--- src/rtl/flash_arb_pkg.sv ---
// Shared types for the flash read arbiter: FSM states, port count and port index type.
package flash_arb_pkg;

    localparam int FLASH_ARB_PORTS = 2;

    typedef logic [0:0] flash_arb_port_t;

    typedef enum logic [1:0] {
        ST_IDLE  = 2'd0,
        ST_ISSUE = 2'd1,
        ST_WAIT  = 2'd2,
        ST_RESP  = 2'd3
    } flash_arb_state_t;

endpackage

--- src/rtl/flash_arb_rr_pick.sv ---
// Two-way round-robin picker: a lone requester wins, otherwise the port that was not
// granted last time wins.
module flash_arb_rr_pick
    import flash_arb_pkg::*;
(
    input  logic [FLASH_ARB_PORTS-1:0] req_valid,
    input  logic                       last_grant,
    output logic [FLASH_ARB_PORTS-1:0] grant_onehot,
    output logic                       grant_idx
);

    always_comb begin
        grant_idx = 1'b0;
        case (req_valid)
            2'b01:   grant_idx = 1'b0;
            2'b10:   grant_idx = 1'b1;
            2'b11:   grant_idx = ~last_grant;
            default: grant_idx = 1'b0;
        endcase
        grant_onehot = (req_valid == '0) ? '0 : (FLASH_ARB_PORTS'(1) << grant_idx);
    end

endmodule

--- src/rtl/flash_read_arbiter.sv ---
// Arbitrates single 32-bit reads from two requesters onto one SPI flash read controller.
// Optional WAIT-state watchdog is compiled in with FLASH_ARB_TIMEOUT_EN.
module flash_read_arbiter
    import flash_arb_pkg::*;
#(
    parameter int ADDR_WIDTH     = 24,
    parameter int DATA_WIDTH     = 32,
    parameter int TIMEOUT_CYCLES = 1024
) (
    input  logic                                      clk,
    input  logic                                      rst_n,
    input  logic [FLASH_ARB_PORTS-1:0]                req_valid,
    input  logic [FLASH_ARB_PORTS-1:0][ADDR_WIDTH-1:0] req_addr,
    output logic [FLASH_ARB_PORTS-1:0]                req_ready,
    output logic [FLASH_ARB_PORTS-1:0]                resp_valid,
    output logic [DATA_WIDTH-1:0]                     resp_data,
    output logic                                      resp_err,
    output logic                                      cmd_valid,
    input  logic                                      cmd_ready,
    output logic [ADDR_WIDTH-1:0]                     cmd_addr,
    output logic                                      cmd_abort,
    input  logic                                      rsp_valid,
    input  logic [DATA_WIDTH-1:0]                     rsp_data
);

    if (TIMEOUT_CYCLES < 2) begin : g_bad_timeout
        $error("TIMEOUT_CYCLES must be at least 2");
    end

    flash_arb_state_t             state_q, state_d;
    flash_arb_port_t              grant_q;
    flash_arb_port_t              last_grant_q;
    logic [ADDR_WIDTH-1:0]        cmd_addr_q;
    logic [DATA_WIDTH-1:0]        resp_data_q;
    logic [FLASH_ARB_PORTS-1:0]   pick_onehot;
    logic                         pick_idx;
    logic                         timeout;

    flash_arb_rr_pick u_pick (
        .req_valid    (req_valid),
        .last_grant   (last_grant_q),
        .grant_onehot (pick_onehot),
        .grant_idx    (pick_idx)
    );

`ifdef FLASH_ARB_TIMEOUT_EN
    localparam int CNT_W = $clog2(TIMEOUT_CYCLES);

    logic [CNT_W-1:0] wait_cnt_q;
    logic             resp_err_q;

    // A response arriving on the timeout cycle wins over the abort.
    assign timeout = (state_q == ST_WAIT) && !rsp_valid &&
                     (wait_cnt_q == CNT_W'(TIMEOUT_CYCLES - 1));

    // Held at zero outside WAIT so it starts from zero on every WAIT entry.
    always_ff @(posedge clk or negedge rst_n) begin
        if (!rst_n) begin
            wait_cnt_q <= '0;
        end else if (state_q != ST_WAIT) begin
            wait_cnt_q <= '0;
        end else begin
            wait_cnt_q <= wait_cnt_q + 1'b1;
        end
    end

    always_ff @(posedge clk or negedge rst_n) begin
        if (!rst_n) begin
            resp_err_q <= 1'b0;
        end else if (state_q == ST_WAIT) begin
            if (rsp_valid) begin
                resp_err_q <= 1'b0;
            end else if (timeout) begin
                resp_err_q <= 1'b1;
            end
        end
    end

    assign resp_err = resp_err_q;
`else
    assign timeout  = 1'b0;
    assign resp_err = 1'b0;
`endif

    always_comb begin
        state_d = state_q;
        unique case (state_q)
            ST_IDLE:  if (|req_valid) state_d = ST_ISSUE;
            ST_ISSUE: if (cmd_ready) state_d = ST_WAIT;
            ST_WAIT:  if (rsp_valid || timeout) state_d = ST_RESP;
            ST_RESP:  state_d = ST_IDLE;
            default:  state_d = ST_IDLE;
        endcase
    end

    always_ff @(posedge clk or negedge rst_n) begin
        if (!rst_n) begin
            state_q      <= ST_IDLE;
            grant_q      <= '0;
            last_grant_q <= 1'b1;
            cmd_addr_q   <= '0;
            resp_data_q  <= '0;
        end else begin
            state_q <= state_d;
            if (state_q == ST_IDLE && |req_valid) begin
                grant_q    <= pick_idx;
                cmd_addr_q <= req_addr[pick_idx];
            end
            if (state_q == ST_WAIT) begin
                if (rsp_valid) begin
                    resp_data_q <= rsp_data;
                end else if (timeout) begin
                    resp_data_q <= '0;
                end
            end
            if (state_q == ST_RESP) begin
                last_grant_q <= grant_q;
            end
        end
    end

    assign req_ready  = (state_q == ST_IDLE) ? pick_onehot : '0;
    assign cmd_valid  = (state_q == ST_ISSUE);
    assign cmd_addr   = cmd_addr_q;
    assign cmd_abort  = timeout;
    assign resp_valid = (state_q == ST_RESP) ? (FLASH_ARB_PORTS'(1) << grant_q) : '0;
    assign resp_data  = resp_data_q;

endmodule

--- config.mk ---
export PLATFORM = sky130hd
export DESIGN_NAME = flash_read_arbiter
export DESIGN_NICKNAME = d
export VERILOG_FILES = /design/src/rtl/flash_arb_pkg.sv /design/src/rtl/flash_arb_rr_pick.sv /design/src/rtl/flash_read_arbiter.sv
export SDC_FILE = /design/constraint.sdc
export NUM_CORES = 1
export LEC_CHECK = 0
export ABC_CLOCK_PERIOD_IN_PS = 2750
export CAP_MARGIN = 20
export CORE_MARGIN = 3
export CORE_UTILIZATION = 41
export DETAILED_ROUTE_END_ITERATION = 10
export PLACE_DENSITY = 0.85
export SLEW_MARGIN = 0
export SYNTH_ARGS = -nofsm -noshare
export SYNTH_HDL_FRONTEND = slang
export SYNTH_SLANG_ARGS = --single-unit
--- constraint.sdc ---
create_clock -name clk -period 2.75 [get_ports clk]
set_input_delay 0.4125 -clock clk [delete_from_list [all_inputs] [get_ports clk]]
set_output_delay 0.4125 -clock clk [all_outputs]
set_load 0.005 [all_outputs]
==> results of run 1 <==
## per-layer routing
| metal | up-vias | share of wire [%] | GRT usage (%) |
|---|---|---|---|
| met1 | 1076 | 40 | 23.06 |
| met4 | 0 | 2.0 | 9.065 |
| met2 | 92 | 50 | 33.87 |
| li1 | 1066 | - | - |
| met5 | - | 0 | 0 |
| met3 | 13 | 7.7 | 5.133 |
## synthesized netlist by cell type
master / instances / area [sq um]
sky130_fd_sc_hd__inv_1: 4 / 15.01
sky130_fd_sc_hd__o21a_1: 1 / 7.510
sky130_fd_sc_hd__ha_1: 4 / 50.05
sky130_fd_sc_hd__a21oi_2: 21 / 183.9
sky130_fd_sc_hd__dfrtp_1: 59 / 1476
sky130_fd_sc_hd__buf_2: 7 / 35.03
sky130_fd_sc_hd__buf_6: 3 / 33.78
sky130_fd_sc_hd__nand2_1: 26 / 97.59
sky130_fd_sc_hd__nor2_1: 25 / 93.84
sky130_fd_sc_hd__a21oi_1: 28 / 140.1
sky130_fd_sc_hd__and2_1: 1 / 6.260
sky130_fd_sc_hd__buf_4: 4 / 30.03
sky130_fd_sc_hd__o32a_1: 1 / 10.01
sky130_fd_sc_hd__dfstp_2: 1 / 26.28
sky130_fd_sc_hd__a221oi_2: 1 / 15.01
sky130_fd_sc_hd__o21ai_2: 1 / 8.760
sky130_fd_sc_hd__a21boi_4: 1 / 18.77
sky130_fd_sc_hd__conb_1: 1 / 3.750
sky130_fd_sc_hd__nor2b_1: 2 / 12.51
sky130_fd_sc_hd__mux2_2: 33 / 371.6
sky130_fd_sc_hd__a21o_1: 1 / 7.510
sky130_fd_sc_hd__o21bai_1: 1 / 7.510
sky130_fd_sc_hd__a21bo_1: 1 / 10.01
sky130_fd_sc_hd__and2_2: 1 / 7.510
## layout make-up
| class | instances | area (sq um) |
|---|---|---|
| Sequential cell | 60 | 1503 |
| Inverter | 4 | 15.01 |
| Clock buffer | 12 | 155.1 |
| Timing Repair Buffer | 151 | 1519 |
| Tap cell | 75 | 93.84 |
| Clock inverter | 4 | 95.09 |
| Multi-Input combinational cell | 151 | 1056 |
| Fill cell | 448 | 1659 |
## metrics by stage
step	utilization, %	setup WS, ns
6_report	72.78	0.4320
5_1_grt	72.78	0.3209
4_1_cts	72.78	0.4074
3_5_place_dp	68.68	0.4333
3_3_place_gp	68.68	0.4826
2_1_floorplan	-	1.289
## registers in the layout (all words and copies together), names as in the netlist
name,cells
last_grant_q,1
grant_q,1
cmd_addr,24
state_q,2
resp_data,32
## how the worst min path moves through the flow
stage | start | endpoint | slack [ns]
CTS | rst_n | resp_data[9] | 0.14
global placement | grant_q | grant_q | 0.48
finish | rst_n | resp_data[9] | 0.13
detailed placement | resp_data[20] | resp_data[20] | 0.49
floorplan | rst_n | cmd_addr[0] | 0.12
global route | rst_n | resp_data[9] | 0.17
## worst max-delay path, stage by stage (launching register included)
cell                              delay (ns)
sky130_fd_sc_hd__dfrtp_1                0.41
sky130_fd_sc_hd__inv_1                  0.09
sky130_fd_sc_hd__ha_1                   0.30
sky130_fd_sc_hd__nand2_1                0.08
sky130_fd_sc_hd__a21oi_1                0.17
sky130_fd_sc_hd__clkdlybuf4s50_1        0.53
## cells by family after synthesis
logic type / after synthesis / share of synthesized area [%]
other: 1 / 0.1405
multiplexers: 33 / 13.92
AND/OR/NAND/NOR: 55 / 8.158
AO/OA/AOI/OAI: 57 / 15.33
flip-flops: 60 / 56.31
buffers and inverters: 18 / 4.266
adder cells (fa/ha/maj): 4 / 1.875
## report_power, final
group	internal [mW]	switching (mW)
logic	1.37	0.798
registers	1.34	0.245
clock network	0.651	0.338
==> results.py, run 1 <==
metrics = {
    "clock_tree": {
        "post_cts.resized_instances": 0,
        "cts.hold.buffers_added": 0,
        "cts_sinks": 60,
        "insertion_delay_ns": 0.33,
        "tritoncts": "done",
        "cts.clk_slew.worst_paths_ns": 0.07,
        "clock_tree.buffer_depth": 2,
        "cts.root.buffer_cell": "sky130_fd_sc_hd__clkbuf_8",
        "postCtsSetupBuffers": 0,
        "cts_inserted_buffers": 9,
        "cts_max_level": 3,
    },
    "grt": {
        "grt_usage_pct": 19.75,
        "grt_first_pass_wirelength_mm": 11.50,
        "grt_overflow_total": 0,
        "first_global_vias": 2435,
        "grt_max_degree": 32,
        "antenna_found_initial": 0,
    },
    "synth": {
        "yosysUniqueCellTypes": 24,
        "ys_ff_latch": 60,
        "synth_seq_area_share_pct": 56.31,
        "synthesis.area_sq_mm": 0.002669,
        "postSynthCellCount": 228,
        "count_of_synthesis_stage_warnings_from_yosys": 0,
        "mean_instance_size_in_the_synthesized_netlist_sq_um": 11.71,
    },
    "worst_setup_path": {
        "crit_start": "state_q[0]",
        "cp.arrival_ns": 1.91,
        "critical_path_peak_fanout": 6,
        "r2r-end": "resp_data[24]",
        "setup_crit_end": "req_ready[0]",
        "crit_type": "reg -> out",
        "worst-endpoint-required_ns": 2.34,
        "worst_r2r_startpoint": "state_q[0]",
        "cp-end-kind": "output pin",
        "reg2reg_slack_ns": 0.96,
        "worstRegToRegCells": 5,
        "crit_start_category": "register",
    },
    "timing": {
        "timing.hold.ws_ns": 0.1304,
        "report.final.hold_viol_count": 0,
        "final-max-slew-violation-count": 0,
        "period_share_pct": 84.29,
        "finalSetupViolCount": 0,
        "total_negative_setup_slack_ns": 0,
        "slew_headroom_pct": 29.17,
        "rsz0062_at_grt": "false",
        "worstMarginPinSlew_ns": 1.062,
        "timing.fmax_ghz": 0.4314,
        "layout_min_cycle_time_ns": 2.318,
        "skew_ns": 0.009135,
    },
    "routing": {
        "vias_per_cell": 4.917,
        "drtPass1Iterations": 4,
        "dr.first_iter.drc_count": 49,
        "routed-via-count": 2247,
        "antenna_left": 0,
        "post-route-drc-count": 0,
        "wirelength_mm": 7.118,
        "drt-wirelength-per-cell_microns": 15.58,
    },
    "placed_design": {
        "place_hpwl_mm": 5.355,
        "placedCellCount": 441,
        "globalplace.congestion": 0.7514,
        "io_buffer_count": 146,
        "post_dp_cell_area_sq_mm": 0.004187,
    },
    "finish": {
        "num-nets-final": 467,
        "fin_area_sq_mm": 0.004437,
        "antennaDiodeCount": 0,
        "layout.cells.non_filler": 457,
        "layout_commonest_cell": "sky130_fd_sc_hd__clkdlybuf4s50_1",
        "layout.cells.most_common_list": "sky130_fd_sc_hd__clkdlybuf4s50_1, sky130_fd_sc_hd__dfrtp_1, sky130_fd_sc_hd__mux2_2",
        "area_growth_pct": 66.24,
        "final_layout_size_suffix_gt1_share_pct": 20.94,
    },
    "power_and_ir_drop": {
        "power_mw": 4.742,
        "power_density_mw_per_mm2": 1069,
        "power_leakage_nw": 1.866,
        "max-vdd-ir-drop_v": 0.0005813,
    },
    "die": {
        "core_sq_mm": 0.006096,
        "die_area_sq_mm": 0.007513,
        "ioPinCount": 149,
        "row_count": 28,
        "die_x_microns": 86.68,
        "fp.dieH_microns": 86.68,
        "initial_utilization_pct": 43.78,
    },
    "run": {
        "max_cap_viol_count": 0,
    },
    "worst_hold_path": {
        "holdCritPathClass": "in -> async",
    },
    "status": {
        "outcome": "finished, final reports clean",
    },
}
(Power assumes the default switching activity.)
==> run 2, diff against run 1 <==
--- a/config.mk
+++ b/config.mk
@@ -5,12 +5,12 @@
 export SDC_FILE = /design/constraint.sdc
 export NUM_CORES = 1
 export LEC_CHECK = 0
-export ABC_CLOCK_PERIOD_IN_PS = 2750
+export ABC_CLOCK_PERIOD_IN_PS = 2100
 export CAP_MARGIN = 20
 export CORE_MARGIN = 3
-export CORE_UTILIZATION = 41
+export CORE_UTILIZATION = 35
 export DETAILED_ROUTE_END_ITERATION = 10
-export PLACE_DENSITY = 0.85
+export PLACE_DENSITY = 0.77
 export SLEW_MARGIN = 0
 export SYNTH_ARGS = -nofsm -noshare
 export SYNTH_HDL_FRONTEND = slang
==> constraint.sdc (replaced) <==
create_clock -name clk -period 2.1 [get_ports clk]
set_input_delay 0.315 -clock clk [delete_from_list [all_inputs] [get_ports clk]]
set_output_delay 0.315 -clock clk [all_outputs]
set_load 0.005 [all_outputs]
==> run 2 against run 1 <==
Wire length grew 1.6%. Clock skew shrank 0.0020 ns. Design area grew 1.8%. Largest cell class unchanged. Sequential power grew 30%. Register-to-register slack lost 0.52 ns.
==> results.py, run 2 (same netlist as run 1, synthesis figures left out) <==
metrics = {
    "status": {
        "outcome": "finished, final reports clean",
    },
    "power_and_ir_drop": {
        "net-switching-power_mw": 1.842,
        "power_density_mw_per_mm2": 1359,
        "pwr-share-seq_pct": 33.6,
        "power_mw": 6.142,
        "sw_frac_of_total_pct": 29.99,
        "cellInternalPower_mw": 4.300,
        "power_frac_comb_pct": 48.1,
        "power.share.clock_pct": 18.3,
        "power_leakage_nw": 1.909,
        "max-vdd-ir-drop_v": 0.0006180,
    },
    "timing": {
        "finalSetupViolCount": 0,
        "final-max-slew-violation-count": 0,
        "skew_ns": 0.007160,
        "timing.fmax_ghz": 0.5082,
        "total_negative_setup_slack_ns": 0,
        "rsz0062_at_grt": "false",
        "layout_min_cycle_time_ns": 1.968,
        "report.final.hold_viol_count": 0,
        "timing.hold.ws_ns": 0.4629,
        "period_share_pct": 93.69,
    },
    "routing": {
        "wirelength_mm": 7.234,
        "drtPass1Iterations": 4,
        "antenna_left": 0,
        "vias_per_cell": 4.595,
        "dr.first_iter.drc_count": 35,
        "routed-via-count": 2256,
        "drt-wirelength-per-cell_microns": 14.73,
        "post-route-drc-count": 0,
    },
    "worst_setup_path": {
        "timing.critical_path.cells": "inv_2 > ha_4 > and2_2 > clkdlybuf4s50_1",
        "cp_slowest_stage_delay_ns": 0.49,
        "cp_slowest_cell": "sky130_fd_sc_hd__clkdlybuf4s50_1",
        "worst-endpoint-required_ns": 1.78,
        "critical_path_buf_inv_count": 2,
        "critical_path_peak_fanout": 6,
        "crit_type": "reg -> out",
        "critical-path-top-delay-family": "buffers and inverters",
        "crit_start_category": "register",
        "cp.arrival_ns": 1.65,
        "cp-end-kind": "output pin",
    },
    "grt": {
        "grt_usage_pct": 16.90,
        "grt_max_degree": 33,
        "grt_first_pass_wirelength_mm": 11.54,
        "grt_overflow_total": 0,
        "antenna_found_initial": 0,
        "first_global_vias": 2354,
    },
    "clock_tree": {
        "clock_tree.buffer_depth": 2,
        "cts.clk_slew.worst_paths_ns": 0.07,
        "cts.root.buffer_cell": "sky130_fd_sc_hd__clkbuf_8",
        "tritoncts": "done",
        "cts_inserted_buffers": 9,
        "insertion_delay_ns": 0.32,
        "cts_max_level": 3,
        "cts_sinks": 60,
    },
    "finish": {
        "layout.cells.most_common_list": "sky130_fd_sc_hd__clkdlybuf4s50_1, sky130_fd_sc_hd__dfrtp_1, sky130_fd_sc_hd__mux2_2",
        "fin_util_pct": 61.63,
        "fillCellCount": 623,
        "num-nets-final": 477,
        "largest_register_ffs": 32,
        "antennaDiodeCount": 0,
        "layout_commonest_cell": "sky130_fd_sc_hd__clkdlybuf4s50_1",
        "final_layout_size_suffix_gt1_share_pct": 23.72,
        "area_growth_pct": 69.29,
    },
    "die": {
        "fp.dieH_microns": 93.32,
        "die_x_microns": 93.32,
        "ioPinCount": 149,
        "core_sq_mm": 0.007331,
        "die_area_sq_mm": 0.008709,
        "initial_utilization_pct": 36.41,
        "row_count": 31,
    },
    "worst_hold_path": {
        "holdCritPathClass": "in -> async",
    },
    "placed_design": {
        "place_hpwl_mm": 5.432,
        "globalplace.congestion": 0.7858,
        "io_buffer_count": 146,
    },
    "run": {
        "max_cap_viol_count": 0,
    },
}
==> run 2: cell count changes in the layout (fill, tap and decap cells not counted), sizes merged <==
cell,change
bufinv,-2
dlymetal6s2s,+1
clkinvlp,+1
dlygate4sd3,+1
clkbuf,+1
buf,+9
clkdlybuf4s50,-1
==> run 2: worst register-to-register path, delay by kind of cell (launching register included) <==
kind            cells  cell delay, ns
flops               1            0.41
mux                 1            0.38
compound gates      1            0.25
fa+ha+maj           1            0.21
simple gates        1            0.16
buf+inv             1            0.15
==> run 2: layout make-up <==
cell class	instances	area (sq um)	share of cell area [%]
Clock buffer	13	178.9	3.960
Clock inverter	3	42.54	0.9416
Inverter	4	15.01	0.3323
Multi-Input combinational cell	151	1069	23.65
Sequential cell	60	1503	33.26
Tap cell	99	123.9	2.742
Timing Repair Buffer	161	1587	35.11
==> run 2: final timing paths <==
path / slack (ns) / cells past startpoint / from / to
min: 0.46 / 2 / rst_n / resp_data[24]
min reg2reg: 0.50 / 1 / grant_q / grant_q
max reg2reg: 0.44 / 5 / state_q[0] / state_q[1]
max in group asynchronous: 0.95 / 3 / rst_n / last_grant_q
min in group clk: 0.50 / 1 / grant_q / grant_q
max: 0.13 / 4 / state_q[1] / req_ready[1]
==> run 2: routing by layer <==
metal	vias up	global-route usage (%)	share of wire, %
met5	-	0	0
met4	0	5.128	0.87
met3	8	5.471	7.5
met2	88	28.71	50
met1	1076	20.36	42
li1	1084	-	-
==> run 2: per-stage QoR <==
| step | instances | setup slack, ns | area (sq um) |
|---|---|---|---|
| after floorplan | 229 | 0.6394 | 2673 |
| after global placement | 472 | 0.1805 | 4257 |
| after detailed placement | 472 | 0.1511 | 4257 |
| after CTS | 489 | 0.007829 | 4501 |
| after global routing | 491 | 0.04970 | 4518 |
| final | 491 | 0.1324 | 4518 |
==> run 2: timing repair <==
item                                    4_1_cts  5_1_grt
endpoints found under the setup margin        2        2
setup buffers                                 0        2
hold buffers                                  1        0
resized for setup                             2        3
endpoints found under the hold margin        18        0
==> run 2: power groups by stage <==
stage	clock network (mW)	logic, mW	registers [mW]
2_1_floorplan	0	1.24	2.12
3_3_place_gp	0	2.87	2.06
3_5_place_dp	0	2.93	2.10
4_1_cts	1.15	2.97	2.07
5_1_grt	1.21	3.21	2.14
6_report	1.12	2.95	2.06
==> run 3, diff against run 2 <==
--- a/config.mk
+++ b/config.mk
@@ -6,7 +6,6 @@
 export NUM_CORES = 1
 export LEC_CHECK = 0
 export ABC_CLOCK_PERIOD_IN_PS = 2100
-export CAP_MARGIN = 20
 export CORE_MARGIN = 3
 export CORE_UTILIZATION = 35
 export DETAILED_ROUTE_END_ITERATION = 10
==> results of run 3 <==
Same layout as run 2: the final DEF is identical, and so are final timing and power.
